File: src/rtl/priority_encoder8_seq.sv
// -----------------------------------------------------------------------------
// priority_encoder8_seq
//
// Sequential 8-to-3 priority encoder. A non-zero request vector is captured
// with a valid/ready handshake. The block then emits the 3-bit index of each
// set bit, one code per consumer handshake. A zero vector produces a
// one-cycle err pulse and no codes.
//
// Search order:
//   PENC_RR_EN undefined : fixed priority, highest set index first (7 -> 0).
//   PENC_RR_EN defined   : rotating priority. The search starts at ptr and
//                          runs downward, wrapping mod 8. After every code
//                          handshake with code c, ptr becomes c-1. ptr is
//                          carried across vectors and is only reset by rst.
//
// Ports:
//   clk        in   rising-edge clock
//   rst        in   synchronous reset, active-high, overrides everything
//   E          in   enable; 0 freezes state and suppresses all handshakes
//   req_valid  in   request vector y is valid
//   req_ready  out  block can accept a vector (IDLE and E)
//   y          in   request vector, bit i set = request i
//   code_valid out  W holds a valid code (BUSY and E)
//   code_ready in   consumer accepts W this cycle
//   W          out  encoded index (000 whenever code_valid=0)
//   last       out  current code is the final one of the captured vector
//   err        out  one-cycle pulse after a zero vector was accepted
// -----------------------------------------------------------------------------
module priority_encoder8_seq #(
    parameter int N_IN   = 8,
    parameter int CODE_W = 3
) (
    input  logic              clk,
    input  logic              rst,
    input  logic              E,
    input  logic              req_valid,
    output logic              req_ready,
    input  logic [N_IN-1:0]   y,
    output logic              code_valid,
    input  logic              code_ready,
    output logic [CODE_W-1:0] W,
    output logic              last,
    output logic              err
);

    typedef enum logic {
        IDLE = 1'b0,
        BUSY = 1'b1
    } state_t;

    state_t            state_reg, state_next;
    logic [N_IN-1:0]   pend_reg, pend_next;
    logic              err_reg, err_next;

    // Index at which the downward search starts.
    logic [CODE_W-1:0] search_base;

`ifdef PENC_RR_EN
    logic [CODE_W-1:0] ptr_reg, ptr_next;
    assign search_base = ptr_reg;
`else
    assign search_base = CODE_W'(N_IN - 1);
`endif

    // Pending vector rotated so that rot[k] is the bit visited k steps into
    // the search. The CODE_W-bit subtraction provides the mod-8 wrap.
    logic [N_IN-1:0] rot;

    genvar gi;
    generate
        for (gi = 0; gi < N_IN; gi++) begin : g_rot
            assign rot[gi] = pend_reg[search_base - CODE_W'(gi)];
        end
    endgenerate

    // First set bit in search order.
    logic [CODE_W-1:0] sel_off;
    logic              sel_found;
    logic [CODE_W-1:0] sel_code;

    always_comb begin
        sel_off   = '0;
        sel_found = 1'b0;
        for (int k = 0; k < N_IN; k++) begin
            if (!sel_found && rot[k]) begin
                sel_off   = CODE_W'(k);
                sel_found = 1'b1;
            end
        end
    end

    assign sel_code = search_base - sel_off;

    // Exactly one bit pending (pend is never zero while BUSY).
    logic pend_single;
    assign pend_single = (pend_reg & (pend_reg - N_IN'(1))) == '0;

    // Handshake-facing outputs are derived from registered state only,
    // gated by E so a frozen block shows no activity.
    logic busy;
    logic accept;
    logic handshake;

    assign busy       = (state_reg == BUSY);
    assign req_ready  = E & ~busy;
    assign code_valid = E & busy;
    assign W          = code_valid ? sel_code : '0;
    assign last       = code_valid & pend_single;
    assign err        = err_reg;

    assign accept     = req_ready & req_valid;
    assign handshake  = code_valid & code_ready;

    logic [N_IN-1:0] clear_mask;
    assign clear_mask = N_IN'(1) << sel_code;

    always_comb begin
        state_next = state_reg;
        pend_next  = pend_reg;
        err_next   = 1'b0;
`ifdef PENC_RR_EN
        ptr_next   = ptr_reg;
`endif
        case (state_reg)
            IDLE: begin
                if (accept) begin
                    if (y != '0) begin
                        pend_next  = y;
                        state_next = BUSY;
                    end else begin
                        err_next = 1'b1;
                    end
                end
            end
            BUSY: begin
                if (handshake) begin
                    pend_next = pend_reg & ~clear_mask;
                    // No accept-on-last overlap: return to IDLE first and
                    // offer req_ready only from the following cycle.
                    if (pend_single) begin
                        state_next = IDLE;
                    end
`ifdef PENC_RR_EN
                    ptr_next = sel_code - CODE_W'(1);
`endif
                end
            end
            default: begin
                state_next = IDLE;
                pend_next  = '0;
            end
        endcase
    end

    always_ff @(posedge clk) begin
        if (rst) begin
            state_reg <= IDLE;
            pend_reg  <= '0;
            err_reg   <= 1'b0;
`ifdef PENC_RR_EN
            ptr_reg   <= CODE_W'(N_IN - 1);
`endif
        end else begin
            state_reg <= state_next;
            pend_reg  <= pend_next;
            err_reg   <= err_next;
`ifdef PENC_RR_EN
            ptr_reg   <= ptr_next;
`endif
        end
    end

endmodule

File: config.mk
export PLATFORM = sky130hd
export DESIGN_NAME = priority_encoder8_seq
export DESIGN_NICKNAME = d
export VERILOG_FILES = /design/src/rtl/priority_encoder8_seq.sv
export SDC_FILE = /design/constraint.sdc
export NUM_CORES = 1
export LEC_CHECK = 0
export CAP_MARGIN = 10
export CORE_ASPECT_RATIO = 1.1
export CORE_MARGIN = 2
export CORE_UTILIZATION = 44
export DETAILED_ROUTE_END_ITERATION = 10
export PLACE_DENSITY = 0.87
export SETUP_SLACK_MARGIN = 0.5
export SLEW_MARGIN = 15
export SYNTH_ARGS = -nofsm -noshare
export SYNTH_HDL_FRONTEND = slang
export SYNTH_SLANG_ARGS = --single-unit
File: constraint.sdc
create_clock -name clk -period 2.1 [get_ports clk]
set_input_delay 0.42 -clock clk [delete_from_list [all_inputs] [get_ports clk]]
set_output_delay 0.42 -clock clk [all_outputs]
set_load 0.03 [all_outputs]
[Yosys cells after proc, flatten, opt, wreduce, memory -nomap -nowiden]
Index checks and enable logic that the tools add are counted.
Word-level totals
  register bits after elaboration: 10
  latch bits: 0
  memory bits (writable): 0
  bits in read-only memories: 0
  output and inout port bits: 7
  logic and storage cells: 62
  memories: 0
Cells by class
  add/subtract/negate cells: 2
  $mul: 0
  div/mod/pow operators: 0
  order comparisons: 0
  equality and inequality tests: 3
  shift operators: 1
  mux-type cells: 25
  bitwise gates (word level): 10
  reduce and logical (&&, ||, !) cells: 18
Operators with widths (number)
  $mux W8: 3
  $and A8 B8 Y8: 2
  $pmux W8 S2: 1
  $mux W3: 5
  $mux W1: 13
  $logic_not A8 Y1: 1
  $not A8 Y8: 1
  $reduce_bool A8 Y1: 1
  $shl A1 B3 Y8 const A: 1
  $sub A8 B1 Y8 const B: 1
  $logic_and A1 B1 Y1: 7
  $logic_not A1 Y1: 7
  $and A1 B1 Y1: 5
  $mux W2: 2
  $ne A2 B1 Y1 const B: 2
  $reduce_and A3 Y1: 1
  $reduce_or A3 Y1: 1
  $sub A3 B3 Y3 const A: 1
  $ne A2 B2 Y1 const B: 1
  $not A1 Y1: 2
  $pmux W1 S2: 1

[Logic depth before layout (Yosys ltp)]
Gate-level depths: netlist (run 1).
  depth after elaboration: 28
  mapped depth: 6

[Worst setup path before layout (run 1)]
Ideal clock, no wire load.
  kind: reg2out
  from: register pend_reg[0]
  to: output port last
  data arrival time: 1.699 ns
  required time: 1.680 ns
  slack: -0.019 ns
  stages on the path, launching flop included: 5
  buffers on the path: 0
  path through: dfxtp_1 or3_4 nand3b_4 maj3_2 nor4_4
On the way
  longest elaborated chain between the ends: 4
RTL lines
  from (decl): line 52  | logic [N_IN-1:0] pend_reg, pend_next;
  from (signal assigned): line 165  | pend_reg <= pend_next;
  $sub A8 B1 Y8: line 96  | assign pend_single = (pend_reg & (pend_reg - N_IN'(1))) == '0;
  $and A8 B8 Y8 *: line 96
  $logic_not A8 Y1 *: line 96
  $and A1 B1 Y1 *: line 108  | assign last = code_valid & pend_single;
  to (decl): line 42  | output logic last,
Every way passes the cells marked *; elsewhere a longest branch is shown, timed or not.

[Final worst setup path (run 1)]
  from: register pend_reg[2]
  to: output port last
Same word-level chain as after synthesis.

==> results of run 1 <==
layer usage:
layer | vias up | GRT usage | part of all wire
met2 | 30 | 0.517 | 0.53
met1 | 388 | 0.367 | 0.43
met5 | - | 0 | 0
li1 | 369 | - | -
met4 | 0 | 0.120 | 0.017
met3 | 6 | 0 | 0.028
stage by stage:
stage / utilization / setup TNS, ns / hold WS, ns
6_report: 0.830 / -0.139 / 0.531
5_1_grt: 0.830 / -0.190 / 0.564
4_1_cts: 0.819 / -0.123 / 0.518
3_5_place_dp: 0.677 / -0.0806 / 0.548
3_3_place_gp: 0.677 / 0 / 0.548
2_1_floorplan: - / 0 / 0.460
cells in the mapped netlist (2+ instances only):
cell type and instances:
a211oi_1 2, a21oi_1 6, a32o_1 4, dfxtp_1 10, inv_1 3, nand2_1 8
nand2b_1 3, nor2_1 8, nor2b_1 4, nor4_1 2, o21ai_1 5, o31ai_1 3
or3_4 2
worst max path at each step:
| stage | startpoint | to | slack [ns] |
|---|---|---|---|
| 6_report | pend_reg[2]$_SDFFE_PP0P_ | last | -0.14 |
| 5_1_grt | pend_reg[2]$_SDFFE_PP0P_ | last | -0.19 |
| 4_1_cts | pend_reg[2]$_SDFFE_PP0P_ | last | -0.12 |
| 3_5_place_dp | y[2] | pend_reg[7]$_SDFFE_PP0P_ | -0.03 |
| 3_3_place_gp | y[2] | pend_reg[7]$_SDFFE_PP0P_ | 0.03 |
| 2_1_floorplan | pend_reg[1]$_SDFFE_PP0P_ | last | 0.05 |
where the power goes:
group          internal, mW  switching (mW)  total (mW)
logic                 0.122           0.107       0.229
registers             0.199          0.0170       0.216
clock network        0.0662          0.0649       0.131
total                 0.387           0.189       0.576
cells in the final DEF, fill, tap and decap left out, types with 2 or more instances in the layout:
master / Yosys / final
nor2b_1: 4 / 2
a32o_1: 4 / 4
nor2_4: 0 / 4
nand2b_1: 3 / 2
dlygate4sd2_1: 0 / 9
clkdlybuf4s50_1: 0 / 3
a21oi_1: 6 / 4
inv_1: 3 / 3
a21oi_2: 0 / 2
dfxtp_1: 10 / 4
clkbuf_4: 0 / 3
buf_6: 1 / 8
nand2_1: 8 / 7
dfxtp_2: 0 / 3
o31ai_1: 3 / 2
dfxtp_4: 0 / 3
buf_4: 0 / 19
nor4_2: 0 / 2
or3_4: 2 / 2
nor2_1: 8 / 3
o21ai_1: 5 / 5
nor2_2: 1 / 2
kinds of logic after synthesis:
kind of cell / count (synthesis) / synth area share
simple gates: 33 / 0.324
mux: 1 / 0.0155
buf+inv: 7 / 0.0543
compound gates: 25 / 0.262
flops: 10 / 0.311
fa+ha+maj: 2 / 0.0330
layout make-up:
| class | count | area (um^2) |
|---|---|---|
| clock buffer | 3 | 22.5 |
| fill | 81 | 233 |
| inverter | 4 | 16.3 |
| multi-input combinational | 61 | 508 |
| sequential | 10 | 215 |
| tap | 16 | 20.0 |
| timing repair buffer | 40 | 352 |
timing repair:
item,in CTS,in global routing
pin swaps,13,4
setup buffers,10,0
resized for setup,39,4
setup endpoints to repair,16,13
worst reg2reg max path, stage by stage, from the launching register on:
cell	delay (ns)
dfxtp_4	0.37
or4_4	0.57
buf_6	0.14
or3_4	0.34
nor2_2	0.08
a21boi_1	0.06
a31o_1	0.17
==> flow_summary.ini, run 1 <==
[critical_path]
r2r_end = pend_reg[0]$_SDFFE_PP0P_
r2r_start = pend_reg[5]$_SDFFE_PP0P_
worstPathMaxFanout = 2
startpoint_type = register
crit_cells = 5
crit_slowest_cell = or3_4
max_stage_delay_ns = 0.39
rr_worst_depth = 6
r2r_slack_ns = 0.26
critPathTopFamily = simple AND/OR/NAND/NOR gates
cp_num_buf_inv = 1
end_kind = output port
criticalPathCategory = register to output port
required_ns = 1.68
path_cells = or3_4 -> nand3b_4 -> maj3_2 -> nor4_4 -> buf_6
crit_arrival_ns = 1.82

[timing]
min_period_ns = 2.24
rsz0062_at_grt = true
slew_headroom = 0.697
fin_skew_ns = 0.00328
final.setup.worst_slack_ns = -0.139
hold_viol = 0
report.final.slew_viol_count = 0
setup_viol = 1
tightestPinTransition_ns = 0.451
fmax_mhz = 447
finalCritPeriodShare = 1.07

[power_and_ir_drop]
power.leakage_nw = 0.484
ir_worst_vdd_mv = 0.382
p_total_mw = 0.576
power_density_mw_per_mm2 = 508

[floorplan]
die_width_um = 40.5
die-area_mm2 = 0.00179
die_height_um = 44.1
start_util = 0.472
core_mm2 = 0.00137
num_rows = 14
pin_count = 20

[clock_network]
clk_latency_ns = 0.26
root_buffer = clkbuf_4
htreeDepth = 1
hold_buffers = 0
clkTransAtPathRegs_ns = 0.06
cts_buffer_depth = 2
cts_sinks = 10
cts_made_buffers = 3
cts_tree = done

[drt]
vias = 793
drt_iter0_drc = 20
routedWlPerCell_um = 17.8
vias_per_cell = 5.92
route.detailed.drc = 0
drtAntennaViolNets = 0
dr.pass1.iters = 4
drt_wl_total_um = 2380

[synth]
synth_warnings = 0
synthFlopType = dfxtp_1
syn_inst = 78
async_flop_share = 0
synth.distinct_cells = 31
synth_edf_count = 0
syn_avg_cell_area_um2 = 8.26
syn_nets = 91
ys_ff_latch = 10
syn-cell-area_um2 = 644
seq_area_frac_synth = 0.311
synth_top_cell_by_area = dfxtp_1
synth.area.top_cells = dfxtp_1 (31%), a32o_1 (6.2%), a21oi_1 (4.7%), nand2_1 (4.7%), nor2_1 (4.7%)
yosysTopAreaCellShare = 0.311

[place]
post-place-ws_ns = -0.0289
io_buffers = 19
placed_cells_incl_taps = 121
gp_congestion = 0.903
dpl_cell_area_um2 = 925
dp_hpwl_um = 1420

[grt]
antenna_found_initial = 0
grt_overflow = 0
grt_pass1_wl_um = 3620
grt_max_degree = 12
grt_pass1_vias = 794
grt_use_total = 0.295

[min_path]
min_path_type = primary input to register
hold_start = y[3]
hold_depth = 3
min_to = pend_reg[3]$_SDFFE_PP0P_

[final_layout]
n_antenna_cell = 0
largest_reg_flops = 8
nets = 133
layout.cells.non_filler = 134
area_growth_pct = 75.9
fin_area_mm2 = 0.00113
drive_above_1_share = 0.508

[status]
violations = negative setup slack
outcome = finished, violations left

[job]
maxCapViolCount = 0
No activity file was read; power rests on OpenSTA's default activity.
==> inputs of run 2 (changes only) <==
--- a/config.mk
+++ b/config.mk
@@ -7,7 +7,6 @@
 export LEC_CHECK = 0
 export CAP_MARGIN = 10
 export CORE_ASPECT_RATIO = 1.1
-export CORE_MARGIN = 2
 export CORE_UTILIZATION = 44
 export DETAILED_ROUTE_END_ITERATION = 10
 export PLACE_DENSITY = 0.87
==> run 2 against run 1 <==
  * The flow still finishes with violations (negative setup slack)
  * Sequential power hardly changed
  * Flip-flop and latch count unchanged
  * Final cell count shrank 3.7%
  * Non-clock buffer count down 6
  * Largest cell class unchanged
  * Die area down 9.2%
==> flow_summary.ini, run 2 (same netlist as run 1, synthesis figures left out) <==
[status]
outcome = finished, violations left
violations = negative setup slack

[place]
dp_hpwl_um = 1400
post-place-ws_ns = -0.0603
dpl_cell_area_um2 = 917
gp_congestion = 0.848
io_buffers = 19
placed_cells_incl_taps = 120

[floorplan]
die_height_um = 42.1
core_mm2 = 0.00137
pin_count = 20
start_util = 0.472
num_rows = 14
die-area_mm2 = 0.00162
die_width_um = 38.5

[grt]
grt_max_degree = 12
grt_use_total = 0.291
antenna_found_initial = 0
grt_overflow = 0
grt_pass1_wl_um = 3320
grt_pass1_vias = 738

[drt]
dr.pass1.iters = 4
vias = 781
drt_wl_total_um = 2300
vias_per_cell = 6.05
drtAntennaViolNets = 0
drt_iter0_drc = 29
route.detailed.drc = 0
routedWlPerCell_um = 17.8

[min_path]
min_to = pend_reg[6]$_SDFFE_PP0P_
hold_depth = 3
min_path_type = primary input to register
hold_start = y[6]

[power_and_ir_drop]
share_comb_of_total_power = 0.366
p_total_mw = 0.617
power_frac_seq = 0.347
power_density_mw_per_mm2 = 546
power.net_switching_mw = 0.198
power.leakage_nw = 0.463
clock_power_share = 0.287
switching_share = 0.321
ir_worst_vdd_mv = 0.505
cell_internal_pwr_mw = 0.419

[critical_path]
r2r_slack_ns = 0.31
end_kind = output port
crit_path_start = pend_reg[1]$_SDFFE_PP0P_
criticalPathCategory = register to output port
worstPathMaxFanout = 3
rr_worst_depth = 5
r2r_start = pend_reg[4]$_SDFFE_PP0P_
required_ns = 1.68
r2r_end = pend_reg[0]$_SDFFE_PP0P_
startpoint_type = register
crit_arrival_ns = 1.83

[final_layout]
final_common_cell = buf_4
area_growth_pct = 75.3
largest_reg_flops = 8
final_cell_mix = buf_4 (12), buf_6 (9), dlygate4sd2_1 (8), nand2_1 (7)
drive_above_1_share = 0.513
nets = 127
final_util = 0.827
fin_area_mm2 = 0.00113
n_antenna_cell = 0
layout.cells.non_filler = 129

[timing]
slew_headroom = 0.777
min_period_ns = 2.25
tightestPinTransition_ns = 0.334
hold_viol = 0
fin_skew_ns = 0.00132
setup_viol = 1
setup_tns_ns = -0.151
report.final.slew_viol_count = 0
finalCritPeriodShare = 1.07
final.setup.worst_slack_ns = -0.151
hold_ws_ns = 0.451
rsz0062_at_grt = true
fmax_mhz = 444

[clock_network]
cts_tree = done
clk_latency_ns = 0.27
cts_buffer_depth = 2
htreeDepth = 1
root_buffer = clkbuf_4
cts_sinks = 10
cts_made_buffers = 3
clkTransAtPathRegs_ns = 0.07
hold_buffers = 0

[job]
maxCapViolCount = 0
-- run 2: critical path, cell delays in order (launching register included) --
cell and delay (ns):
dfxtp_2 0.32, or3_4 0.39, buf_6 0.14, a211oi_2 0.16
a21oi_1 0.10, nor4_4 0.26, buf_6 0.17
-- run 2: layout make-up --
class                           count  area [um^2]
Multi-Input combinational cell     61          528
Clock buffer                        4         36.3
Timing Repair Buffer               34          314
Fill cell                          83          236
Sequential cell                    10          215
Inverter                            4         16.3
Tap cell                           16         20.0
-- run 2: timing repair --
action,CTS,global route
buffers inserted,2,3
cloned,0,0
pin swaps,7,4
resized for setup,34,16
setup endpoints to repair,16,13
-- run 2: how the worst max path moves through the flow --
stage / endpoint / slack (ns) / cells after the start
finish: last / -0.15 / 6
global route: last / -0.22 / 6
CTS: last / -0.14 / 5
detailed placement: pend_reg[7]$_SDFFE_PP0P_ / -0.06 / 6
global placement: pend_reg[7]$_SDFFE_PP0P_ / -0.03 / 6
floorplan: last / 0.05 / 4
-- run 2: power by group through the flow --
| stage | Sequential (mW) | Combinational (mW) | Clock (mW) |
|---|---|---|---|
| after floorplan | 0.213 | 0.106 | 0 |
| after global placement | 0.216 | 0.165 | 0 |
| after detailed placement | 0.217 | 0.169 | 0 |
| after CTS | 0.216 | 0.190 | 0.180 |
| after global routing | 0.215 | 0.236 | 0.191 |
| final | 0.214 | 0.226 | 0.177 |
-- run 2: layer usage --
metal / GRT usage / share of wire / up-vias / routed length (um)
met1: 0.359 / 0.39 / 382 / 903
met5: 0 / 0 / - / 0
met3: 0.0160 / 0.035 / 6 / 80
met2: 0.490 / 0.55 / 31 / 1280
met4: 0.145 / 0.018 / 0 / 41
li1: - / - / 362 / -
